<file path="config.mk">
export PLATFORM = sky130hd
export DESIGN_NAME = clk_div_multi
export DESIGN_NICKNAME = d
export VERILOG_FILES = /design/src/rtl/clk_div_multi.sv
export SDC_FILE = /design/constraint.sdc
export NUM_CORES = 1
export LEC_CHECK = 0
export BUFFER_PORTS_ARGS = -buffer_cell sky130_fd_sc_hd__buf_4
export CAP_MARGIN = 25
export CORE_MARGIN = 3
export CORE_UTILIZATION = 56
export DETAILED_ROUTE_END_ITERATION = 10
export GPL_TIMING_DRIVEN = 0
export PLACE_DENSITY_LB_ADDON = 0.05
export SYNTH_ARGS = -nofsm -noshare
export SYNTH_HDL_FRONTEND = slang
export SYNTH_SLANG_ARGS = --single-unit
</file>
<file path="constraint.sdc">
create_clock -name clk -period 6 [get_ports clk]
set_input_delay 0.9 -clock clk [delete_from_list [all_inputs] [get_ports clk]]
set_output_delay 0.9 -clock clk [all_outputs]
set_load 0.01 [all_outputs]
</file>
<file path="src/rtl/clk_div_multi.sv">
// Multi-channel programmable clock divider.
// Each channel divides clk by its own divisor and produces a near-50% duty
// enable waveform plus a start-of-period tick. Divisor updates are staged in a
// shadow register and committed at the period boundary so no runt period occurs.
module clk_div_multi #(
    parameter int NCH     = 4,
    parameter int CW      = 8,
    parameter int DEF_DIV = 2
) (
    input  logic              clk,
    input  logic              rst,
    input  logic [NCH-1:0]    en_i,
    input  logic [NCH*CW-1:0] div_i,
    input  logic [NCH-1:0]    load_i,
    input  logic              sync_i,
    output logic [NCH-1:0]    out_o,
    output logic [NCH-1:0]    tick_o,
    output logic [NCH-1:0]    pend_o
);

    localparam logic [CW-1:0] DEF_D = CW'(DEF_DIV);
    localparam logic [CW-1:0] TWO   = CW'(2);

    logic [CW-1:0]  d_q   [NCH];
    logic [CW-1:0]  d_d   [NCH];
    logic [CW-1:0]  s_q   [NCH];
    logic [CW-1:0]  s_d   [NCH];
    logic [CW-1:0]  cnt_q [NCH];
    logic [CW-1:0]  cnt_d [NCH];
    logic [CW:0]    half  [NCH];
    logic [NCH-1:0] pend_q,    pend_d;
    logic [NCH-1:0] out_q,     out_d;
    logic [NCH-1:0] tick_q,    tick_d;
    logic [NCH-1:0] en_prev_q, en_prev_d;

    // Per-channel next-state: sync > enable rising > wrap/load > count
    always_comb begin
        for (int unsigned k = 0; k < NCH; k++) begin
            d_d[k]       = d_q[k];
            s_d[k]       = s_q[k];
            cnt_d[k]     = cnt_q[k];
            pend_d[k]    = pend_q[k];
            en_prev_d[k] = en_i[k];
            half[k]      = '0;
            out_d[k]     = 1'b0;
            tick_d[k]    = 1'b0;

            if (!en_i[k] || (!sync_i && en_prev_q[k] && (d_q[k] < TWO))) begin
                // Not running: hold count, commit any staged divisor, loads apply at once
                cnt_d[k]  = '0;
                pend_d[k] = 1'b0;
                if (pend_q[k]) d_d[k] = s_q[k];
                if (load_i[k]) d_d[k] = div_i[k*CW +: CW];
            end else if (sync_i || !en_prev_q[k]) begin
                // Restart in phase; staged or same-edge divisor takes effect now
                cnt_d[k]  = '0;
                pend_d[k] = 1'b0;
                if (pend_q[k]) d_d[k] = s_q[k];
                if (load_i[k]) d_d[k] = div_i[k*CW +: CW];
            end else if (cnt_q[k] == CW'(d_q[k] - 1'b1)) begin
                // Period boundary: a load on this edge bypasses the shadow
                cnt_d[k]  = '0;
                pend_d[k] = 1'b0;
                if (pend_q[k]) d_d[k] = s_q[k];
                if (load_i[k]) d_d[k] = div_i[k*CW +: CW];
            end else begin
                cnt_d[k] = cnt_q[k] + 1'b1;
                if (load_i[k]) begin
                    s_d[k]    = div_i[k*CW +: CW];
                    pend_d[k] = 1'b1;
                end
            end

            // Outputs are derived from the next state so they register cleanly
            half[k] = ({1'b0, d_d[k]} + 1'b1) >> 1;
            if (en_i[k] && (d_d[k] != '0)) begin
                out_d[k]  = ({1'b0, cnt_d[k]} < half[k]);
                tick_d[k] = (cnt_d[k] == '0);
            end
        end
    end

    // State and output registers with synchronous reset
    always_ff @(posedge clk) begin
        if (rst) begin
            for (int unsigned k = 0; k < NCH; k++) begin
                d_q[k]   <= DEF_D;
                s_q[k]   <= DEF_D;
                cnt_q[k] <= '0;
            end
            pend_q    <= '0;
            out_q     <= '0;
            tick_q    <= '0;
            en_prev_q <= '0;
        end else begin
            for (int unsigned k = 0; k < NCH; k++) begin
                d_q[k]   <= d_d[k];
                s_q[k]   <= s_d[k];
                cnt_q[k] <= cnt_d[k];
            end
            pend_q    <= pend_d;
            out_q     <= out_d;
            tick_q    <= tick_d;
            en_prev_q <= en_prev_d;
        end
    end

    assign out_o  = out_q;
    assign tick_o = tick_q;
    assign pend_o = pend_q;

endmodule

</file>
# Yosys cells after proc, flatten, opt, wreduce, memory -nomap -nowiden
# Memories as Yosys holds them, arrays and structs flattened.
# Cells that the tools add are included.
[op_classes]
n_addsub = 12
magnitude_cmp = 8
n_eq_ne = 4
bitwise_logic = 16
mux = 63
reduce_logical = 45
[ops]
columns = ["cell", "n"]
rows = [
  ["two-way mux 8 bit", 60],
  ["adder 8 x 1 -> 9 bit (second input constant)", 4],
  ["adder 8 x 1 -> 8 bit (second input constant)", 4],
  ["equality test 8 bit", 4],
  ["zero test 8 bit", 4],
  ["less-than comparator 8 x 2 -> 1 bit (second input constant)", 4],
  ["less-than comparator 8 bit", 4],
  ["nonzero test 8 bit", 4],
  ["subtractor 8 x 1 -> 8 bit (second input constant)", 4],
  ["OR reduction 4 bit", 4],
  ["logical AND 1 bit", 12],
  ["bitwise OR 1 bit", 12],
  ["zero test 1 bit", 9],
  ["logical OR 1 bit", 8],
  ["OR reduction 2 bit", 4],
  ["inverter 1 bit", 4],
  ["two-way mux 1 bit", 3],
]
[word_totals]
ram_bits = 96
n_memories = 3
word_cells = 164
ff_bits = 16
inputBits = 43
[memory_table]
columns = ["name", "depth", "width", "rd", "rd_clocked_by_memory_dff", "write_ports", "line_no", "source"]
rows = [
  ["cnt_q", 4, 8, 4, 0, 4, "28", "logic [CW-1:0] cnt_q [NCH];"],
  ["d_q", 4, 8, 4, 0, 4, "24", "logic [CW-1:0] d_q [NCH];"],
  ["s_q", 4, 8, 4, 0, 4, "26", "logic [CW-1:0] s_q [NCH];"],
]

# Longest topological paths before layout
# Gate-level depths: netlist of the first run.
# An unclocked memory read counts as a cell.
[logic_depth]
ltp_word = 10
depth_mapped = 20

# Worst setup path after synthesis of the first run
# Ideal clock, no wire load.
[synth_path]
path_type = "reg2reg"
from = "memory d_q[0][2]"
to = "register out_q[0], in the netlist out_o[0]"
required_ns = 5.939
setup_ns = 0.061
path_stages_with_launch = 19
setup_slack_ns = 1.890
arrival_time_ns = 4.049
path_cell_list = "dfxtp_1 buf_6 or3_4 or4_4 a2111oi_4 and4_1 buf_6 nand2_1 a311o_1 and3_1 inv_2 ha_1 nand2_1 xnor2_1 ha_1 a21o_1 a21o_1 a221oi_1 and4_1"
[synth_rtl]
columns = ["item", "line_no", "source"]
rows = [
  ["start: declaration", "24", ""],
  ["end signal: assignment", "102", "out_q <= out_d;"],
  ["end: declaration", "32", "logic [NCH-1:0] out_q, out_d;"],
]

==> impl_metrics.tcl, run 1 <==
set metrics [dict create \
    syn_inst 940 \
    crit_type "reg2reg" \
    clock_latency_ns 0.36 \
    setup_tns_ns 0 \
    p_leak_uw 0.00344 \
    grt_pass1_wl_um 30300 \
    grt_setup_unrepaired "no" \
    end_kind "flip-flop" \
    post_cts_buffers 0 \
    cts_tree "yes" \
    worstSetupStartpointType "flip-flop" \
    detailedPlacementHpwl_um 14100 \
    cts.clk_slew.worst_paths_ns 0.08 \
    crit_buf_inv 3 \
    wl_per_cell_um 15.6 \
    grt_antenna_before_repair 0 \
    fmax_ghz 0.221 \
    grt_overflow 0 \
    period_needed_ns 4.53 \
    cpLargestDelayFamily "compound AO/OA/AOI/OAI gates" \
    fin_area_mm2 0.00828 \
    max_cap_viol_count 0 \
    dp.cells 1164 \
    ys_async_sr_fraction_pct 0 \
    cp.arrival_ns 4.81 \
    die_w_um 121 \
    first_global_vias 6249 \
    cts_sinks 112 \
    synth_ff_type "dfxtp_1" \
    postCtsHoldBufs 0 \
    ys_ff_latch 112 \
    power_density_mw_per_mm2 204 \
    drc_errors 0 \
    syn_area_mm2 0.00739 \
    cts_buffer_depth 2 \
    drt-total-wl_um 18400 \
    tightest_slew_ns 0.798 \
    dieArea_mm2 0.0146 \
    clockRootBuffer "clkbuf_16" \
    crit_slowest_cell "a211oi_1" \
    crit_chain "inv_1, ha_1, xnor2_1, a2111oi_0, o211ai_1, and2_1, clkbuf_1, a211oi_1, inv_1, ha_1, nand2_1, nor3_1, xor2_1, ha_1, a21o_1, a21o_1, a21oi_1, nand2_1, nor3_1" \
    nFillCells 1140 \
    synth_fp_nets 1027 \
    mostFrequentLayoutCells "112 x nor2_1, 112 x dfxtp_1, 96 x nand2_1" \
    setup_violations 0 \
    die_h_um 121 \
    max_stage_delay_ns 0.72 \
    areaGrowthSynthToFinish_pct 12.1 \
    maxSlewViolCount 0 \
    finalCritPeriodShare_pct 75.5 \
    postRouteAntennaNets 0 \
    grt_max_degree 21 \
    power_uw 1690 \
    fin_worst_skew_ns 0.00542 \
    gp_congestion 0.894 \
    drive_gt1_share_pct 9.33 \
    fp-row-count 41 \
    core-area_mm2 0.0128 \
    vias_per_cell 5.70 \
    drtPass1Iterations 5 \
    cts_made_buffers 9 \
    grt_usage_pct 25.6 \
    synth_warnings 0 \
    synth_edf_count 0 \
    peakVddDrop_mv 0.179 \
    worst-path-max-fanout 8 \
    worstPathRequired_ns 6.28 \
    yosysUniqueCellTypes 70 \
    io_pins 55 \
    finalHoldViolCount 0 \
    via_count 6730 \
    ctsResizeCount 0 \
    cts-htree-levels 3 \
    status "complete, no violations" \
    ys_seq_area_share_pct 30.3 \
    drt_iter0_markers 426 \
    diodes 0 \
    final_core_util_pct 64.8 \
    syn_area_per_cell_um2 7.86 \
    cpMostUsedCell "ha_1" \
    portBuffers 52 \
    slew_headroom_pct 46.4 \
    hold_class "reg2reg" \
    nNetsFinal 1090 \
    dpl_cell_area_mm2 0.00799 \
    finalNonFillerCells 1180 \
    start_util_pct 57.8 \
]
==> cells in the mapped netlist (4+ instances only) <==
library cell,number,area share (%)
a2bb2oi_1,6,0.71
o22ai_1,5,0.42
ha_1,44,7.5
nor3_1,50,3.4
and2_1,18,1.5
nor2_1,112,5.7
a31oi_1,7,0.59
o21ai_0,27,1.8
and3_1,17,1.4
nor4b_1,4,0.47
or3_1,5,0.42
nor4_1,14,1.2
xnor2_1,47,5.6
nor3b_1,4,0.41
nand4_1,6,0.51
nand2_1,96,4.9
xor2_1,36,4.3
dfxtp_1,112,30
mux2i_1,20,2.7
a21o_1,13,1.3
a211oi_1,14,1.4
nand3b_1,9,0.91
a22oi_1,5,0.51
nor2b_1,22,1.9
nand3_1,46,3.1
clkbuf_1,40,2.0
a21oi_1,37,2.5
and4_1,8,0.95
nand2b_1,11,0.93
a211o_1,7,0.83
inv_1,26,1.3
or2_2,7,0.59
o31ai_1,7,0.71
==> final timing paths <==
check	startpoint	to	slack [ns]	depth (start not counted)
setup / recovery	d_q[3][0]	out_o[3]	1.47	19
hold reg to reg	s_q[2][2]	s_q[2][2]	0.46	2
setup reg to reg	d_q[3][0]	out_o[3]	1.47	19
hold / removal	s_q[2][2]	s_q[2][2]	0.46	2
==> tightest hold or removal path: stages (launching register included) <==
cell	delay [ns]
dfxtp_1	0.31
nand2_1	0.05
a21oi_1	0.05
==> power by group <==
group          internal (µW)  switching (µW)  leakage [µW]
clock                    292             308      0.000143
sequential               765            23.7      0.000913
combinational            127             170       0.00239
total                   1180             502       0.00344
==> cell type report <==
cell class / count / area, µm² / share of cell area, %
inverter: 27 / 101 / 1.22
tap: 172 / 215 / 2.60
clock buffer: 9 / 225 / 2.72
multi-input combinational: 751 / 4820 / 58.2
clock inverter: 7 / 63.8 / 0.770
timing repair buffer: 52 / 390 / 4.71
buffer: 50 / 224 / 2.70
sequential: 112 / 2240 / 27.1
==> flip-flops by register name (all words and copies together), names as in the netlist <==
register	flops
cnt_q	32
en_prev_q	4
out_o	4
s_q	32
tick_o	4
d_q	32
pend_o	4
==> stage by stage <==
step | hold WS, ns | worst slack, ns
after floorplan | 0.431 | 1.89
after global placement | 0.444 | 1.53
after detailed placement | 0.447 | 1.53
after CTS | 0.458 | 1.50
after global routing | 0.471 | 1.14
final | 0.458 | 1.47
==> metal layers <==
layer  share of wire (%)  global-route usage (%)  vias to the layer above
met5                   0                       0                        -
met4                 1.6                    7.22                        0
met3                 4.2                    3.54                       28
met2                  46                    41.6                      157
met1                  48                    35.6                     3101
li1                    -                       -                     3444
==> cells by family after synthesis <==
kind of cell             share of synthesized area [%]
buffers and inverters                             4.40
AND/OR/NAND/NOR                                   30.1
flip-flops                                        30.3
XOR/XNOR                                          9.84
AO/OA/AOI/OAI                                     15.1
adder cells (fa/ha/maj)                           7.45
multiplexers                                      2.71
No activity file was read; power rests on OpenSTA's default activity.
==> run 2: changes to the inputs <==
clock period = 4.59 ns   (was 6 ns; I/O delays follow)
==> impl_metrics.tcl, run 2 (synthesis gave the netlist of run 1 again) <==
set metrics [dict create \
    p_leak_uw 0.00346 \
    end_kind "flip-flop" \
    clock_latency_ns 0.36 \
    areaGrowthSynthToFinish_pct 13.2 \
    cts_made_buffers 9 \
    io_pins 55 \
    grt_setup_unrepaired "no" \
    period_needed_ns 4.35 \
    setup_tns_ns 0 \
    reg.largest.list "cnt_q: 32 flops, d_q: 32 flops, s_q: 32 flops" \
    crit_slowest_cell "or4_4" \
    status "complete, no violations" \
    die_w_um 121 \
    max_stage_delay_ns 0.51 \
    cts.clk_slew.worst_paths_ns 0.08 \
    cts_tree "yes" \
    first_global_vias 6249 \
    grt_pass1_wl_um 30300 \
    hold_depth 2 \
    slew_headroom_pct 50.1 \
    fmax_ghz 0.230 \
    crit_buf_inv 3 \
    r2r_end "out_o[0]" \
    drive_gt1_share_pct 10.4 \
    worst-path-max-fanout 8 \
    grtUsageMet2_pct 41.6 \
    core-area_mm2 0.0128 \
    hold_slack_ns 0.458 \
    crit_type "reg2reg" \
    top_usage_layer "met2" \
    finalCritPeriodShare_pct 94.8 \
    via_count 6747 \
    vias_per_cell 5.71 \
    gp_congestion 0.894 \
    reg2reg_slack_ns 0.24 \
    setup_violations 0 \
    worstSetupStartpointType "flip-flop" \
    r2r_cells 18 \
    detailedPlacementHpwl_um 14100 \
    post-place-ws_ns 0.119 \
    grt_antenna_before_repair 0 \
    postCtsHoldBufs 0 \
    drc_errors 0 \
    cts_buffer_depth 2 \
    dieArea_mm2 0.0146 \
    whs_endpoint "s_q[2][2]" \
    fp-row-count 41 \
    wl_per_cell_um 15.6 \
    fin_worst_skew_ns 0.00656 \
    peakVddDrop_mv 0.234 \
    cts_sinks 112 \
    grt_usage_pct 25.6 \
    postRouteAntennaNets 0 \
    maxSlewViolCount 0 \
    mostFrequentLayoutCells "112 x nor2_1, 112 x dfxtp_1, 96 x nand2_1" \
    drtPass1Iterations 7 \
    nNetsFinal 1092 \
    drt_iter0_markers 502 \
    die_h_um 121 \
    grt_overflow 0 \
    power_density_mw_per_mm2 265 \
    worstHoldStart "s_q[2][2]" \
    grt_max_degree 21 \
    max_cap_viol_count 0 \
    clockRootBuffer "clkbuf_16" \
    worstPathRequired_ns 4.89 \
    grtUsageMet1_pct 35.6 \
    hold_class "reg2reg" \
    r2r_start "d_q[0][3]" \
    cp.arrival_ns 4.65 \
    cpLargestDelayFamily "simple AND/OR/NAND/NOR gates" \
    portBuffers 52 \
    diodes 0 \
    tightest_slew_ns 0.748 \
    finalHoldViolCount 0 \
    start_util_pct 57.8 \
    crit_chain "buf_4, or3_4, or4_4, a2111oi_4, and4_1, buf_6, nand2_1, a311o_1, and3_1, inv_2, ha_4, nand2_1, xnor2_1, ha_1, a21o_1, a21o_1, a221oi_1, and4_1" \
    drt-total-wl_um 18500 \
    cts-htree-levels 3 \
    fin_ws_ns 0.240 \
    grt.met3_usage_pct 3.54 \
]
-- run 2: cell types whose count changed in the layout (fill, tap and decap cells not counted), sizes merged --
cell / delta
buf: +2
-- run 2: cell type report --
| class | count | area, µm² |
|---|---|---|
| inverters | 27 | 101 |
| clock inverters | 7 | 63.8 |
| fillers | 1137 | 4410 |
| flip-flops and latches | 112 | 2240 |
| plain buffers | 50 | 224 |
| repair buffers | 54 | 405 |
| well taps | 172 | 215 |
| multi-input cells | 751 | 4880 |
| clock buffers | 9 | 225 |
-- run 2: worst max-delay path by stage --
stage          cells past startpoint       from        to
2_1_floorplan                     18  d_q[0][2]  out_o[0]
3_3_place_gp                      19  d_q[3][0]  out_o[3]
3_5_place_dp                      19  d_q[3][0]  out_o[3]
4_1_cts                           19  d_q[3][0]  out_o[3]
5_1_grt                           18  d_q[0][2]  out_o[0]
6_report                          18  d_q[0][3]  out_o[0]
-- run 2: worst register-to-register path, stage by stage, from the launching register on --
cell       delay, ns
dfxtp_1         0.31
buf_4           0.16
or3_4           0.37
or4_4           0.51
a2111oi_4       0.35
and4_1          0.26
buf_6           0.14
nand2_1         0.08
a311o_1         0.29
and3_1          0.19
inv_2           0.12
ha_4            0.17
nand2_1         0.06
xnor2_1         0.15
ha_1            0.31
a21o_1          0.18
a21o_1          0.17
a221oi_1        0.26
and4_1          0.23
-- run 2: routing by layer --
layer | share of wire (%) | up-vias
met5 | 0 | -
li1 | - | 3451
met3 | 3.7 | 27
met2 | 46 | 146
met1 | 49 | 3123
met4 | 1.5 | 0
-- run 2: timing repair --
| action | in CTS | in global routing |
|---|---|---|
| setup endpoints to repair | 0 | 3 |
| buffers inserted | 0 | 2 |
| resized for setup | 0 | 12 |
-- run 2: metrics by stage --
step / total power (µW) / area [µm²] / utilization, % / std cells
after floorplan: 1320 / 7390 / - / 940
after global placement: 1430 / 7990 / 62.6 / 1164
after detailed placement: 1440 / 7990 / 62.6 / 1164
after CTS: 2220 / 8280 / 64.8 / 1180
after global routing: 2310 / 8360 / 65.5 / 1182
final: 2210 / 8360 / 65.5 / 1182
-- run 2: power breakdown --
part | leakage (µW) | switching [µW] | internal (µW) | total [µW]
Sequential | 0.000913 | 31.7 | 1000 | 1030
Clock | 0.000143 | 404 | 382 | 786
Combinational | 0.00241 | 225 | 170 | 395
==> run 3: changes to the inputs <==
CORE_UTILIZATION = 55   (was 56)
clock period = 3.5 ns   (was 4.59 ns; I/O delays follow)
==> impl_metrics.tcl, run 3 (synthesis gave the netlist of run 1 again) <==
set metrics [dict create \
    multi_input_area_mm2 0.00533 \
    clock_latency_ns 0.36 \
    drc_errors 0 \
    cp.arrival_ns 4.31 \
    max_cap_viol_count 0 \
    vias_per_cell 5.92 \
    nFillCells 1075 \
    ff_latch_area_mm2 0.00228 \
    core-area_mm2 0.0129 \
    dp.cells 1164 \
    grt_antenna_before_repair 0 \
    drt_iter0_markers 590 \
    nNetsFinal 1118 \
    grt_max_degree 19 \
    dieArea_mm2 0.0149 \
    hold_depth 2 \
    tightest_slew_ns 0.780 \
    period_needed_ns 4.01 \
    r2r_end "out_o[0]" \
    fin_worst_skew_ns 0.00776 \
    die_w_um 122 \
    io_pins 55 \
    worst-path-max-fanout 8 \
    worstHoldStart "div_i[9]" \
    crit_slowest_cell "or4_4" \
    end_kind "flip-flop" \
    grt_overflow 0 \
    reg.largest.list "cnt_q: 32 flops, d_q: 32 flops, s_q: 32 flops" \
    drtPass1Iterations 5 \
    crit_type "reg2reg" \
    cts_sinks 112 \
    diodes 0 \
    cts.clk_slew.worst_paths_ns 0.07 \
    violations "negative setup slack" \
    whs_endpoint "s_q[1][1]" \
    drive_gt1_share_pct 21.1 \
    fmax_ghz 0.250 \
    fp-row-count 41 \
    reg2reg_slack_ns -0.51 \
    postCtsHoldBufs 0 \
    gp_congestion 0.876 \
    setup_tns_ns -0.863 \
    hold_class "in2reg" \
    p_leak_uw 0.00375 \
    grt_pass1_wl_um 32900 \
    cts_buffer_depth 2 \
    peakVddDrop_mv 0.384 \
    finalNonFillerCells 1208 \
    first_global_vias 6775 \
    setup_violations 4 \
    clockRootBuffer "clkbuf_16" \
    power_uw 3130 \
    r2r_start "d_q[0][3]" \
    detailedPlacementHpwl_um 14300 \
    fin_ws_ns -0.506 \
    r2r_cells 15 \
    status "finished with violations" \
    maxSlewViolCount 0 \
    power_density_mw_per_mm2 343 \
    wl_per_cell_um 16.8 \
    finalCritPeriodShare_pct 114 \
    areaGrowthSynthToFinish_pct 23.5 \
    final_core_util_pct 70.9 \
    final_common_cell "nor2_1" \
    mostFrequentLayoutCells "109 x nor2_1, 94 x dfxtp_1, 90 x buf_4" \
    worstSetupStartpointType "flip-flop" \
    portBuffers 52 \
    start_util_pct 57.4 \
    worstPathRequired_ns 3.80 \
    drt-total-wl_um 20400 \
    finalHoldViolCount 0 \
    max_stage_delay_ns 0.43 \
    cts_made_buffers 9 \
    crit_chain "or3_4, or4_4, a2111oi_4, and4_1, buf_6, o2111a_1, a211oi_4, nor4_4, nand2_2, xnor2_2, ha_1, a21o_1, a21o_1, a221oi_2, and4_1" \
    cts-htree-levels 3 \
    die_h_um 122 \
    cts_tree "yes" \
    critPathLaunch "d_q[0][3]" \
    grt_usage_pct 27.3 \
    grt_setup_unrepaired "yes" \
    postRouteAntennaNets 0 \
    slew_headroom_pct 48.0 \
    via_count 7156 \
]
## run 3: power breakdown
group	switching [µW]	total (µW)	internal, µW
combinational	337	614	277
clock	499	1150	652
sequential	52.0	1360	1310
total	889	3130	2240
## run 3: how the worst max path moves through the flow
stage          cells after the start       end  slack (ns)
2_1_floorplan                     18  out_o[0]       -0.38
3_3_place_gp                      16  out_o[3]       -0.86
3_5_place_dp                      17  out_o[3]       -0.83
4_1_cts                           16  out_o[0]       -0.57
5_1_grt                           15  out_o[0]       -0.71
6_report                          15  out_o[0]       -0.51
## run 3: area by class of cell
| type | count | share of cell area [%] |
|---|---|---|
| multi-input cells | 751 | 58.4 |
| flip-flops and latches | 112 | 25.0 |
| repair buffers | 88 | 7.24 |
| clock buffers | 10 | 2.62 |
| well taps | 172 | 2.36 |
| plain buffers | 42 | 2.32 |
| inverters | 27 | 1.14 |
| clock inverters | 6 | 0.987 |
## run 3: per-stage QoR
step / hold slack [ns] / worst slack [ns] / cell area, µm²
after CTS: 0.383 / -0.571 / 8810
after global placement: 0.446 / -0.859 / 8050
after detailed placement: 0.450 / -0.831 / 8050
after global routing: 0.390 / -0.708 / 9130
final: 0.386 / -0.506 / 9130
after floorplan: 0.431 / -0.378 / 7440
## run 3: worst max-delay path, delay by kind of cell, from the launching register on
kind	cells	cell delay (ns)
fa+ha+maj	1	0.32
xor+xnor	1	0.14
flops	1	0.37
compound gates	6	1.21
simple gates	6	1.75
buf+inv	1	0.15
## run 3: timing repair
| action | CTS | global route |
|---|---|---|
| gates resized for setup | 69 | 52 |
| cloned | 1 | 0 |
| endpoints found under the setup margin | 5 | 6 |
| pin swaps | 19 | 24 |
| buffers inserted | 21 | 14 |
## run 3: routing by layer
| layer | track usage (%) | routed length, µm |
|---|---|---|
| met1 | 37.4 | 9270 |
| met2 | 44.7 | 9690 |
| met3 | 4.36 | 964 |
| met4 | 7.77 | 435 |
| met5 | 0 | 0 |
